### config.mk
export PLATFORM = sky130hd
export DESIGN_NAME = updown_mod_counter
export DESIGN_NICKNAME = d
export VERILOG_FILES = /design/src/rtl/counter_pkg.sv /design/src/rtl/updown_mod_counter_tick_prescaler.sv /design/src/rtl/updown_mod_counter.sv
export SDC_FILE = /design/constraint.sdc
export NUM_CORES = 1
export LEC_CHECK = 0
export CORE_MARGIN = 4
export CORE_UTILIZATION = 46
export CTS_BUF_LIST = sky130_fd_sc_hd__clkbuf_4 sky130_fd_sc_hd__clkbuf_8
export CTS_CLUSTER_DIAMETER = 40
export DETAILED_ROUTE_END_ITERATION = 8
export PLACE_DENSITY = 0.81
export SYNTH_ARGS = -nofsm -noshare
export SYNTH_HDL_FRONTEND = slang
export SYNTH_SLANG_ARGS = --single-unit
### constraint.sdc
create_clock -name clk -period 1.8 [get_ports clk]
set_clock_uncertainty 0.05 [all_clocks]
set_input_delay 0.18 -clock clk [delete_from_list [all_inputs] [get_ports clk]]
set_output_delay 0.18 -clock clk [all_outputs]
set_load 0.01 [all_outputs]
### src/rtl/counter_pkg.sv
// Shared constants and helpers for the counter family.
package counter_pkg;

  // Direction encoding for the up input
  localparam logic DIR_UP   = 1'b1;
  localparam logic DIR_DOWN = 1'b0;

  // Values for the SATURATE parameter
  localparam int MODE_WRAP = 32'sd0;
  localparam int MODE_SAT  = 32'sd1;

  // Width of the prescaler counter: clog2(prescale), never below one bit
  function automatic int psc_width(input int prescale);
    if (prescale <= 32'sd2) begin
      return 32'sd1;
    end else begin
      return $clog2(prescale);
    end
  endfunction

endpackage

### src/rtl/updown_mod_counter_tick_prescaler.sv
// Enable prescaler: emits one tick every PRESCALE enabled cycles.
module tick_prescaler
  import counter_pkg::*;
#(
  parameter int PRESCALE = 1
) (
  input  logic clk,
  input  logic rst,
  input  logic en,
  input  logic restart,
  output logic tick
);

  generate
    if (PRESCALE == 32'sd1) begin : g_direct
      // Every enabled cycle is a step; no state needed.
      logic unused_s;
      assign unused_s = &{1'b0, clk, rst, restart};
      assign tick     = en;
    end else begin : g_count
      localparam int PW = psc_width(PRESCALE);
      localparam logic [PW-1:0] LAST = PW'(PRESCALE - 32'sd1);
      localparam logic [PW-1:0] ONE  = PW'(32'sd1);

      logic [PW-1:0] psc_r;

      // Phase counter: restarts on clr/load, advances only on enabled cycles
      always_ff @(posedge clk or posedge rst) begin
        if (rst) begin
          psc_r <= '0;
        end else if (restart) begin
          psc_r <= '0;
        end else if (en) begin
          if (psc_r == LAST) begin
            psc_r <= '0;
          end else begin
            psc_r <= psc_r + ONE;
          end
        end
      end

      assign tick = en && (psc_r == LAST);
    end
  endgenerate

endmodule

### src/rtl/updown_mod_counter.sv
// Parametrised up/down modulo counter with load, clear, prescaler,
// wrap/saturate mode and terminal-count / wrap / sticky-overflow flags.
module updown_mod_counter
  import counter_pkg::*;
#(
  parameter int              WIDTH    = 8,
  parameter longint unsigned MAX      = (64'd1 << WIDTH) - 64'd1,
  parameter int              PRESCALE = 1,
  parameter int              SATURATE = MODE_WRAP
) (
  input  logic             clk,
  input  logic             rst,
  input  logic             en,
  input  logic             up,
  input  logic             clr,
  input  logic             load,
  input  logic [WIDTH-1:0] load_val,
  output logic [WIDTH-1:0] count,
  output logic             tc,
  output logic             wrap,
  output logic             ovf
);

  // Parameter legality checks, evaluated at elaboration
  generate
    if (WIDTH < 32'sd2 || WIDTH > 32'sd32) begin : g_bad_width
      $error("updown_mod_counter: WIDTH must be 2..32");
    end
    if (MAX < 64'd1 || MAX > ((64'd1 << WIDTH) - 64'd1)) begin : g_bad_max
      $error("updown_mod_counter: MAX must be 1..2**WIDTH-1");
    end
    if (PRESCALE < 32'sd1 || PRESCALE > 32'sd65535) begin : g_bad_psc
      $error("updown_mod_counter: PRESCALE must be 1..65535");
    end
    if (SATURATE != MODE_WRAP && SATURATE != MODE_SAT) begin : g_bad_sat
      $error("updown_mod_counter: SATURATE must be 0 or 1");
    end
  endgenerate

  localparam logic [WIDTH-1:0] MAX_V  = WIDTH'(MAX);
  localparam logic [WIDTH-1:0] ZERO_V = {WIDTH{1'b0}};
  localparam logic [WIDTH-1:0] ONE_V  = {{(WIDTH-1){1'b0}}, 1'b1};

  logic [WIDTH-1:0] count_r;
  logic             wrap_r;
  logic             ovf_r;
  logic             tick_s;
  logic             restart_s;
  logic [WIDTH-1:0] step_val_s;
  logic             hit_s;
  logic [WIDTH-1:0] load_clamp_s;

  // clr and load both realign the prescaler phase
  assign restart_s = clr | load;

  tick_prescaler #(
    .PRESCALE (PRESCALE)
  ) u_psc (
    .clk     (clk),
    .rst     (rst),
    .en      (en),
    .restart (restart_s),
    .tick    (tick_s)
  );

  // Next value for a step, never leaving 0..MAX; flags a limit hit
  always_comb begin
    step_val_s = count_r;
    hit_s      = 1'b0;
    if (up == DIR_UP) begin
      if (count_r == MAX_V) begin
        hit_s = 1'b1;
        if (SATURATE == MODE_SAT) begin
          step_val_s = MAX_V;
        end else begin
          step_val_s = ZERO_V;
        end
      end else begin
        step_val_s = count_r + ONE_V;
      end
    end else begin
      if (count_r == ZERO_V) begin
        hit_s = 1'b1;
        if (SATURATE == MODE_SAT) begin
          step_val_s = ZERO_V;
        end else begin
          step_val_s = MAX_V;
        end
      end else begin
        step_val_s = count_r - ONE_V;
      end
    end
  end

  // Load value clamped into range
  always_comb begin
    if (load_val > MAX_V) begin
      load_clamp_s = MAX_V;
    end else begin
      load_clamp_s = load_val;
    end
  end

  // Count and flag registers; priority clr > load > step
  always_ff @(posedge clk or posedge rst) begin
    if (rst) begin
      count_r <= ZERO_V;
      wrap_r  <= 1'b0;
      ovf_r   <= 1'b0;
    end else if (clr) begin
      count_r <= ZERO_V;
      wrap_r  <= 1'b0;
      ovf_r   <= 1'b0;
    end else if (load) begin
      count_r <= load_clamp_s;
      wrap_r  <= 1'b0;
    end else if (tick_s) begin
      count_r <= step_val_s;
      wrap_r  <= hit_s;
      ovf_r   <= ovf_r | hit_s;
    end else begin
      wrap_r  <= 1'b0;
    end
  end

  assign count = count_r;
  assign wrap  = wrap_r;
  assign ovf   = ovf_r;
  assign tc    = (up == DIR_UP) ? (count_r == MAX_V) : (count_r == ZERO_V);

endmodule

# Word-level counts from Yosys, hierarchy flattened

Index checks and enable logic that the tools add are counted.

Flip-flop bits (word level): 10
Bits of input ports: 14
Output and inout port bits: 11
Word-level logic and storage cells: 30

Add/sub/neg operators: 2
$lt $le $gt $ge: 1
Eq/ne operators: 2
Mux-type cells: 17
Bitwise gates (word level): 1
Reduce and logical (&&, ||, !) cells: 4

Operator list:

| cell                  | number |
|---|---|
| $mux W8               | 7 |
| $mux W1               | 10 |
| $add A8 B1 Y8 const B | 1 |
| $eq A8 B8 Y1 const B  | 1 |
| $gt A8 B8 Y1 const B  | 1 |
| $logic_not A8 Y1      | 1 |
| $sub A8 B1 Y8 const B | 1 |
| $reduce_bool A3 Y1    | 1 |
| $ne A2 B2 Y1 const B  | 1 |
| $reduce_and A2 Y1     | 1 |
| $reduce_bool A2 Y1    | 1 |
| $or A1 B1 Y1          | 1 |

# Longest topological paths before layout

Gate-level depths: netlist of run 1.

Word-level depth: 7
Mapped depth: 8

# Hierarchy

Synthesis of run 1 repeated with hierarchy kept, for this count alone.

Cells, all modules: 126
Area total of the unflattened synthesis: 1056.0 um^2

Modules (own cells, without submodules):

| module             | times used | cells an instance | area an instance (um^2) |
|---|---|---|---|
| updown_mod_counter | 1          | 125               | 1048.5 |
| tick_prescaler     | 1          | 1                 | 7.5 |

# Least setup slack after synthesis of run 1

No wires, ideal clock.

Path kind: register to register
Start: register count_r[4] (netlist: count[4])
End: register count_r[6] (netlist: count[6])
Setup time: 0.126 ns
Data arrival time: 1.622 ns
Data required time: 1.624 ns
Path slack: 0.002 ns
Stages on the path, launching flop included: 7
Clock period less this slack: 1.798 ns
Cells stage by stage: dfrtp_1 clkbuf_8 or4_4 nor2_2 a32o_2 a221oi_2 a221o_1

Word-level cells in the longest chain between the ends: 6
Elaborated cells on any way between the ends: 10

Ends and longest elaborated chain:

| what                                        | line                                               | source |
|---|---|---|
| from (decl)                                 | updown_mod_counter.sv:44                           | `logic [WIDTH-1:0] count_r;` |
| from (signal assigned)                      | updown_mod_counter.sv:115                          | `count_r <= load_clamp_s;` |
| from (signal assigned)                      | updown_mod_counter.sv:118                          | `count_r <= step_val_s;` |
| $sub A8 B1 Y8, or another cell as far along | updown_mod_counter.sv:90                           | `step_val_s = count_r - ONE_V;` |
| $mux W8 (on tied branches)                  | updown_mod_counter.sv:82, updown_mod_counter.sv:71 |  |
| $mux W8 *                                   | updown_mod_counter.sv:70                           | `if (up == DIR_UP) begin` |
| $mux W8 *                                   | updown_mod_counter.sv:117                          | `end else if (tick_s) begin` |
| $mux W8 *                                   | updown_mod_counter.sv:114                          | `end else if (load) begin` |
| $mux W8 *                                   | updown_mod_counter.sv:110                          | `end else if (clr) begin` |

Every way passes the cells marked *; elsewhere a longest branch is shown, timed or not. The select of a mux whose other input is x is not followed.
A chain may end at the register's enable or synchronous reset.

# Worst setup path after layout of run 1

Start: register count_r[5] (netlist: count[5])
End: output tc

Word-level cells in the longest chain between the ends: 2
Elaborated cells on any way between the ends: 3

Ends and longest elaborated chain:

| what                                             | line                      | source |
|---|---|---|
| $eq A8 B8 Y1 or $logic_not A8 Y1 (tied branches) | updown_mod_counter.sv:129 | `assign tc = (up == DIR_UP) ? (count_r == MAX_V) : (count_r == ZERO_V);` |
| $mux W1 *                                        | updown_mod_counter.sv:129 |  |
| to (decl)                                        | updown_mod_counter.sv:19  | `output logic tc,` |

Every way passes the cells marked *; elsewhere a longest branch is shown, timed or not.

==> flow_results.org, run 1 <==
** Outcome
- The flow ran to the end, but the final reports show violations.
- The checks that failed: setup timing.

** Synthesis
- In this run, synthesis produced a sequential element count of 10.
- Yosys top cell by area :: sky130_fd_sc_hd__dfrtp_1
- Yosys printed 0 warnings.
- In the synthesized netlist the dominant register cell turns out to be sky130_fd_sc_hd__dfrtp_1.
- After synthesis, the largest family of logic cells by area is compound AO/OA/AOI/OAI gates.
- Post-synth EDFFs :: 0
- Synthesized-area fraction occupied by ao, oa, aoi and oai cells :: 29.4%
- Count of mapped cells out of synthesis :: 116
- Of the total synthesized cell area, the portion taken by AND, OR, NAND and NOR gates is 22.9%.
- Number of distinct library cell variants in the gate-level netlist after synthesis :: 45
- After synthesis, flip-flops and latches occupy 25.1% of the total area.
- Counting every net in the synthesized netlist gives 133.
- After Yosys synthesis, XOR and XNOR cells account for 5.28% of the synthesized area.
- Area of the mapped netlist :: 996 µm²
- After synthesis, the share of cell area in mux cells is 1.01%.
- Mapped Avg Cell Area :: 8.59 µm²
- Ranked by total cell area, the synthesized netlist is headed by sky130_fd_sc_hd__dfrtp_1 25%, sky130_fd_sc_hd__a21oi_1 6.0%, sky130_fd_sc_hd__buf_6 5.7%, sky130_fd_sc_hd__xnor2_1 4.4%, sky130_fd_sc_hd__nor2_1 4.1%.
- Share of the synthesized area in the top cell type :: 25.1%
- Share of flip-flops with an asynchronous set or reset after synthesis :: 100%
- The synthesized netlist devotes 3.77% of its cell area to adder and majority cells.

** Drt
- Before antenna repair, the detailed router went through 4 iterations.
- After detailed routing, the number of vias per cell comes to 5.63.
- After the first detailed-routing iteration, the DRC count stood at 17.
- The routed layout has 1041 vias.
- After detailed routing, the average wire length per cell comes to 14.7 µm.
- Total detailed-routing wirelength :: 2730 µm
- The detail route stage leaves a number of antenna-violating nets equal to 0.
- For this run, design rule violations remaining after detail routing come to 0.

** Worst setup path
- Top cell family by delay on the critical path :: simple AND/OR/NAND/NOR gates
- Worst path arrival time :: 1700 ps
- The startpoint identified for the worst register-to-register timing path is count[5].
- STA puts the critical path data required time at 1570 ps.
- Critical path class :: flop to primary output
- Traced cell by cell, the critical path runs through or4_4 > nor4b_4 > a21o_2 > buf_6.
- Counting both buffers and inverters, the worst setup path holds a total of 1.
- The slowest stage of the critical path is the sky130_fd_sc_hd__or4_4 cell.
- The worst setup path is captured at a primary output.
- Worst Setup Start Kind :: flop
- Register-to-register setup slack :: -90 ps
- On the worst path, the slowest cell contributes a delay of 560 ps.
- Of all nets on the critical path, the largest fanout is 2.
- Tracing the worst setup path back leads to its startpoint at count[5].

** Die
- Initial standard-cell utilization of the core :: 49.7%
- After floorplanning, the core was divided into 16 placement rows.
- Area of the placeable core :: 2000 µm²
- Top-level I/O count :: 25
- Die boundary height :: 54.5 µm
- The die covers 2970 µm².
- Die boundary width :: 54.5 µm

** Global route
- Summed over all layers, the global routing overflow is 0.
- In the global route stage, overall resource usage came out at 20.6%.
- The initial antenna violation count is 0.
- Entering global routing, the biggest net connects 20 pins.
- The number of global-route vias before repair came to 987.
- Wire length of the first global-routing pass :: 4430 µm

** Power and ir drop
- In this run the power density over the cells is 542 nW/µm².
- Cell leakage power :: 0.587 nW
- Overall power consumption after layout is estimated at 0.770 mW.
- The worst-case IR drop observed on VDD is 486 µV.

** Finish
- Layout fillers :: 167
- Of the cells placed in the final design, the portion with a size suffix greater than 1 is 31.0%.
- The multi-input combinational cells in the finished layout cover a total of 658 µm².
- Area of all sequential standard cells :: 250 µm²
- The area growth from synthesis to layout is 42.6%.
- The library cell used most frequently in the layout, excluding fill and tap cells, is sky130_fd_sc_hd__buf_4.
- Nets@finish :: 177
- The number of antenna diodes in the final layout is 0.
- In the layout the commonest cells are 25 x sky130_fd_sc_hd__buf_4, 23 x sky130_fd_sc_hd__clkdlybuf4s50_1, 11 x sky130_fd_sc_hd__a21oi_1, 11 x sky130_fd_sc_hd__nor2_1, 10 x sky130_fd_sc_hd__dfrtp_1.
- Post-route cell area :: 1420 µm²

** Clock network
- For this design, the CTS-stage hold fixing added 0 buffers.
- CTS tree :: built
- Total number of clock tree sinks :: 10
- The clock passes through at most 2 buffers.
- Clock tree synthesis selected as its root buffer the cell sky130_fd_sc_hd__clkbuf_4.
- Total CTS buffers :: 3
- The later pin in the worst-skew pair is clocked with a latency of 260 ps.
- Worst-path clk slew :: 60 ps
- Max H-tree Level :: 1

** Timing
- Setup-failing EPs final :: 4
- Final slew viol count :: 0
- Dividing the final minimum period by the clock period gives 107%.
- Min Tclk post-route :: 1930 ps
- The number of hold-slack violations in the final timing report is 0.
- Transition at the pin with the smallest max-transition slack :: 403 ps
- In the post-route analysis, the smallest setup slack over all paths is -126 ps.
- Setup repair after global routing could not meet its margin everywhere.
- Measured against its own limit, the worst slew margin works out to 73.1%.
- Static timing analysis puts the maximum clock frequency at 0.519 GHz.

** Run
- Maximum Capacitance Violations :: 0

** Placement
- HPWL after detailed placement :: 2130 µm
- Before CTS, the worst setup slack after placement is -332 ps.
- Placed standard-cell area :: 1340 µm²
- Final GP Congestion :: 0.886
- Buffers on Ports :: 24

** Worst hold path
- Worst min-delay path class :: input pin to asynchronous set/reset pin
-- registers in the layout, summed over array words and instances (netlist names) --
| name | flops |
|---|---|
| wrap | 1 |
| count | 8 |
| ovf | 1 |
-- where the power goes --
group          switching, mW  internal [mW]
Clock                 0.0702         0.0770
Sequential            0.0120          0.240
Combinational          0.179          0.192
-- layout make-up --
class                   instances  area share, %
clock buffers                   3           1.59
inverters                       7           1.85
multi-input cells              89           46.3
flip-flops and latches         10           17.6
well taps                      27           2.38
repair buffers                 49           30.2
-- metal layers --
metal  track usage [%]  part of all wire, %  up-vias
met5                 0                    0        -
met4              7.47                  1.2        0
met3             0.545                  3.2        4
met2              36.3                   52       24
met1              26.5                   44      502
li1                  -                    -      511
-- worst paths after layout --
path / endpoint / cells after the start
worst max-delay path: tc / 4
worst min-delay path: ovf / 2
worst max register to register: count[4] / 6
worst min register to register: ovf / 2
max in group asynchronous: count[5] / 2
min in group clk: count[3] / 3
-- worst register-to-register path: stages (launching register included) --
cell and delay [ps]:
sky130_fd_sc_hd__dfrtp_1 380, sky130_fd_sc_hd__or4_4 560, sky130_fd_sc_hd__buf_4 180, sky130_fd_sc_hd__nor2_4 90
sky130_fd_sc_hd__a21o_4 150, sky130_fd_sc_hd__o221ai_2 110, sky130_fd_sc_hd__a221oi_2 270
-- timing repair --
| action | in CTS | in global routing |
|---|---|---|
| pin swaps | 5 | 4 |
| endpoints found under the setup margin | 5 | 6 |
| setup buffers | 2 | 1 |
| gates resized for setup | 9 | 3 |
-- through the flow --
step	TNS (ps)	hold WS (ps)	cells	util, %
after floorplan	0	-29.8	116	-
after global placement	-347	417	180	67.1
after detailed placement	-458	436	180	67.1
after CTS	-400	154	185	70.1
after global routing	-660	175	185	70.9
final	-289	162	185	70.9
-- cells in the mapped netlist, types with 2 or more instances --
cell type                  count
sky130_fd_sc_hd__nor3_1        3
sky130_fd_sc_hd__xnor2_1       5
sky130_fd_sc_hd__a211oi_1      2
sky130_fd_sc_hd__a21oi_1      12
sky130_fd_sc_hd__inv_1         7
sky130_fd_sc_hd__o31ai_1       2
sky130_fd_sc_hd__ha_1          3
sky130_fd_sc_hd__nand3_1       5
sky130_fd_sc_hd__a221oi_2      2
sky130_fd_sc_hd__nand2_1       6
sky130_fd_sc_hd__o21a_1        2
sky130_fd_sc_hd__nor2b_1       2
sky130_fd_sc_hd__a211oi_2      2
sky130_fd_sc_hd__o21ai_0       4
sky130_fd_sc_hd__dfrtp_1      10
sky130_fd_sc_hd__buf_2         2
sky130_fd_sc_hd__buf_6         5
sky130_fd_sc_hd__nand4_1       2
sky130_fd_sc_hd__nor2_2        3
sky130_fd_sc_hd__nor2_1       11
sky130_fd_sc_hd__o22ai_1       2
-- cell families after synthesis --
family	after synthesis
simple gates	41
compound gates	38
buf+inv	17
flops	10
xor+xnor	6
fa+ha+maj	3
mux	1
Note: power is estimated with default switching activity, not from simulation.
==> inputs of run 2 (changes only) <==
--- a/config.mk
+++ b/config.mk
@@ -10,6 +10,7 @@
 export CTS_BUF_LIST = sky130_fd_sc_hd__clkbuf_4 sky130_fd_sc_hd__clkbuf_8
 export CTS_CLUSTER_DIAMETER = 40
 export DETAILED_ROUTE_END_ITERATION = 8
+export GPL_ROUTABILITY_DRIVEN = 0
 export PLACE_DENSITY = 0.81
 export SYNTH_ARGS = -nofsm -noshare
 export SYNTH_HDL_FRONTEND = slang
==> flow_results.org, run 2 (synthesis gave the netlist of run 1 again) <==
** Power and ir drop
- Power spread over the standard cell area amounts to 574 nW/µm².
- VDD sags by at most 521 µV.
- The analysis attributes to cell leakage a power of 0.589 nW.

** Clock network
- CTS tree :: built
- CTS placed an instance of sky130_fd_sc_hd__clkbuf_4 at the clock tree root.
- Worst-path clk slew :: 60 ps
- Total number of clock tree sinks :: 10
- Count of hold-fix buffers inserted at cts :: 0
- In this run the deepest clock path goes through 2 buffers.
- Max H-tree Level :: 1
- Buffers inserted during clock tree synthesis total 3.
- Source-to-sink clock delay at the later pin of the worst-skew pair :: 260 ps

** Timing
- Final hold vios :: 0
- Timing would allow up to 0.520 GHz.
- In this run the tightest slew margin relative to its limit is 71.1%.
- Fin crit share :: 107%
- Final slew viol count :: 0
- Setup repair after global routing could not meet its margin everywhere.
- Transition at the pin with the smallest max-transition slack :: 428 ps
- The smallest clock period supported by the final layout is computed as 1920 ps.
- Min setup slack post-route :: -124 ps
- Setup violations remaining at the end of the flow were counted as 4.

** Global route
- Wire length of the first global-routing pass :: 4170 µm
- The initial antenna violation count came to 0.
- The layer flagged by global routing as most heavily used is met2.
- Vias in the first global route :: 972
- Maximum number of pins on one net before global-route repair :: 20
- After global routing the overflow that remains totals 0.
- Across every metal layer, demand over resource in global routing totals 19.9%.
- Met3 global-route usage :: 1.91%
- For met2 alone, demand over resource in global routing was 34.1%.
- M1 GR Usage :: 23.3%

** Die
- The die is 54.5 µm wide.
- The die covers 2970 µm².
- Row cnt :: 16
- Area of the placeable core :: 2000 µm²
- From bottom edge to top edge, the die measures 54.5 µm.
- Once the floorplan was initialized, standard cells occupied 49.7% of the core.
- Top-level I/O count :: 25

** Worst setup path
- Worst setup startpoint :: count[3]
- STA classifies the critical path endpoint as a primary output.
- The critical path in this run is classified as flop to primary output.
- In this run the critical register-to-register path is launched from count[3].
- STA classifies the critical path startpoint as a flop.
- For the worst setup path, the data arrival time is 1690 ps.
- At the worst endpoint, the required time is 1570 ps.
- Along the worst path, the maximum fanout reaches 2.

** Worst hold path
- The path class of the tightest hold or removal check is input pin to asynchronous set/reset pin.

** Finish
- Layout fillers :: 145
- Nets@finish :: 176
- The post-route netlist has 31.6% of its cells at a drive strength greater than 1.
- From synthesis to final layout, the design area changed by 43.5%.
- The number of antenna diodes in the final layout is 0.
- Post-route cell area :: 1430 µm²
- For this run, the share of the core covered by cells in the final layout is 71.4%.
- Summing all multi-input logic gate instances after layout gives 661 µm².
- Flip-flop count of the largest register after layout :: 8
- Area of all sequential standard cells :: 250 µm²
- The top cell types in the final layout, fill and taps aside, are 24 x sky130_fd_sc_hd__buf_4, 23 x sky130_fd_sc_hd__clkdlybuf4s50_1, 11 x sky130_fd_sc_hd__nor2_1, 10 x sky130_fd_sc_hd__a21oi_1, 10 x sky130_fd_sc_hd__dfrtp_1.
- Leaving out fill and tap cells, the most frequent cell in the layout is sky130_fd_sc_hd__buf_4.

** Outcome
- Violated checks :: setup timing
- The flow ran to the end, but the final reports show violations.

** Run
- Maximum Capacitance Violations :: 0

** Drt
- The detail route stage leaves a number of antenna-violating nets equal to 0.
- After detailed routing, the average wire length per cell comes to 15.0 µm.
- Total detailed-routing wirelength :: 2780 µm
- Dividing the detail-routed via count by the number of cells gives 5.70.
- The first routing iteration left 34 violations.
- Via Count :: 1055
- 1st-pass router iterations :: 4
- After detailed routing, the number of remaining DRC violations is 0.

** Placement
- Pre-CTS WS :: -330 ps
- Placed standard-cell area :: 1340 µm²
- HPWL after detailed placement :: 2120 µm
- Buffers on Ports :: 24
[run 2: report_power, final]
group / switching [mW] / internal [mW] / total (mW)
clock: 0.0756 / 0.123 / 0.198
combinational: 0.182 / 0.189 / 0.371
sequential: 0.0104 / 0.240 / 0.250
[run 2: worst paths after layout]
kind | end | cells past startpoint | slack, ps
worst max-delay path | tc | 4 | -120
worst min-delay path | count[7] | 2 | 140
worst max register to register | count[6] | 6 | -60
worst min register to register | ovf | 2 | 460
max in group asynchronous | ovf | 2 | 1290
min in group clk | count[3] | 3 | 420
[run 2: metal layers]
layer / wire (µm) / share of wire (%) / vias up
met5: 0 / 0 / -
met4: 99 / 3.6 / 0
met3: 115 / 4.1 / 12
met2: 1430 / 51 / 38
met1: 1140 / 41 / 492
li1: - / - / 513
[run 2: cell type report]
| type | count | share of cell area (%) |
|---|---|---|
| multi-input combinational | 89 | 46.2 |
| clock buffer | 4 | 2.54 |
| timing repair buffer | 48 | 29.5 |
| sequential | 10 | 17.5 |
| inverter | 7 | 1.84 |
| tap | 27 | 2.36 |
[run 2: critical path, stage by stage, from the launching register on]
cell and delay, ps:
sky130_fd_sc_hd__dfrtp_1 390, sky130_fd_sc_hd__or4_4 560, sky130_fd_sc_hd__nor4b_4 240, sky130_fd_sc_hd__a21o_2 150, sky130_fd_sc_hd__buf_6 100
[run 2: through the flow]
step | hold WS (ps) | instances | power, mW | TNS [ps]
2_1_floorplan | -29.8 | 116 | 0.464 | 0
3_3_place_gp | 419 | 180 | 0.592 | -376
3_5_place_dp | 426 | 180 | 0.602 | -426
4_1_cts | 137 | 185 | 0.816 | -288
5_1_grt | 157 | 185 | 0.867 | -566
6_report | 136 | 185 | 0.820 | -248
[run 2: what timing repair did]
item,CTS,global route
pin swaps,5,1
endpoints found under the setup margin,5,6
gates resized for setup,8,4
setup buffers,1,0
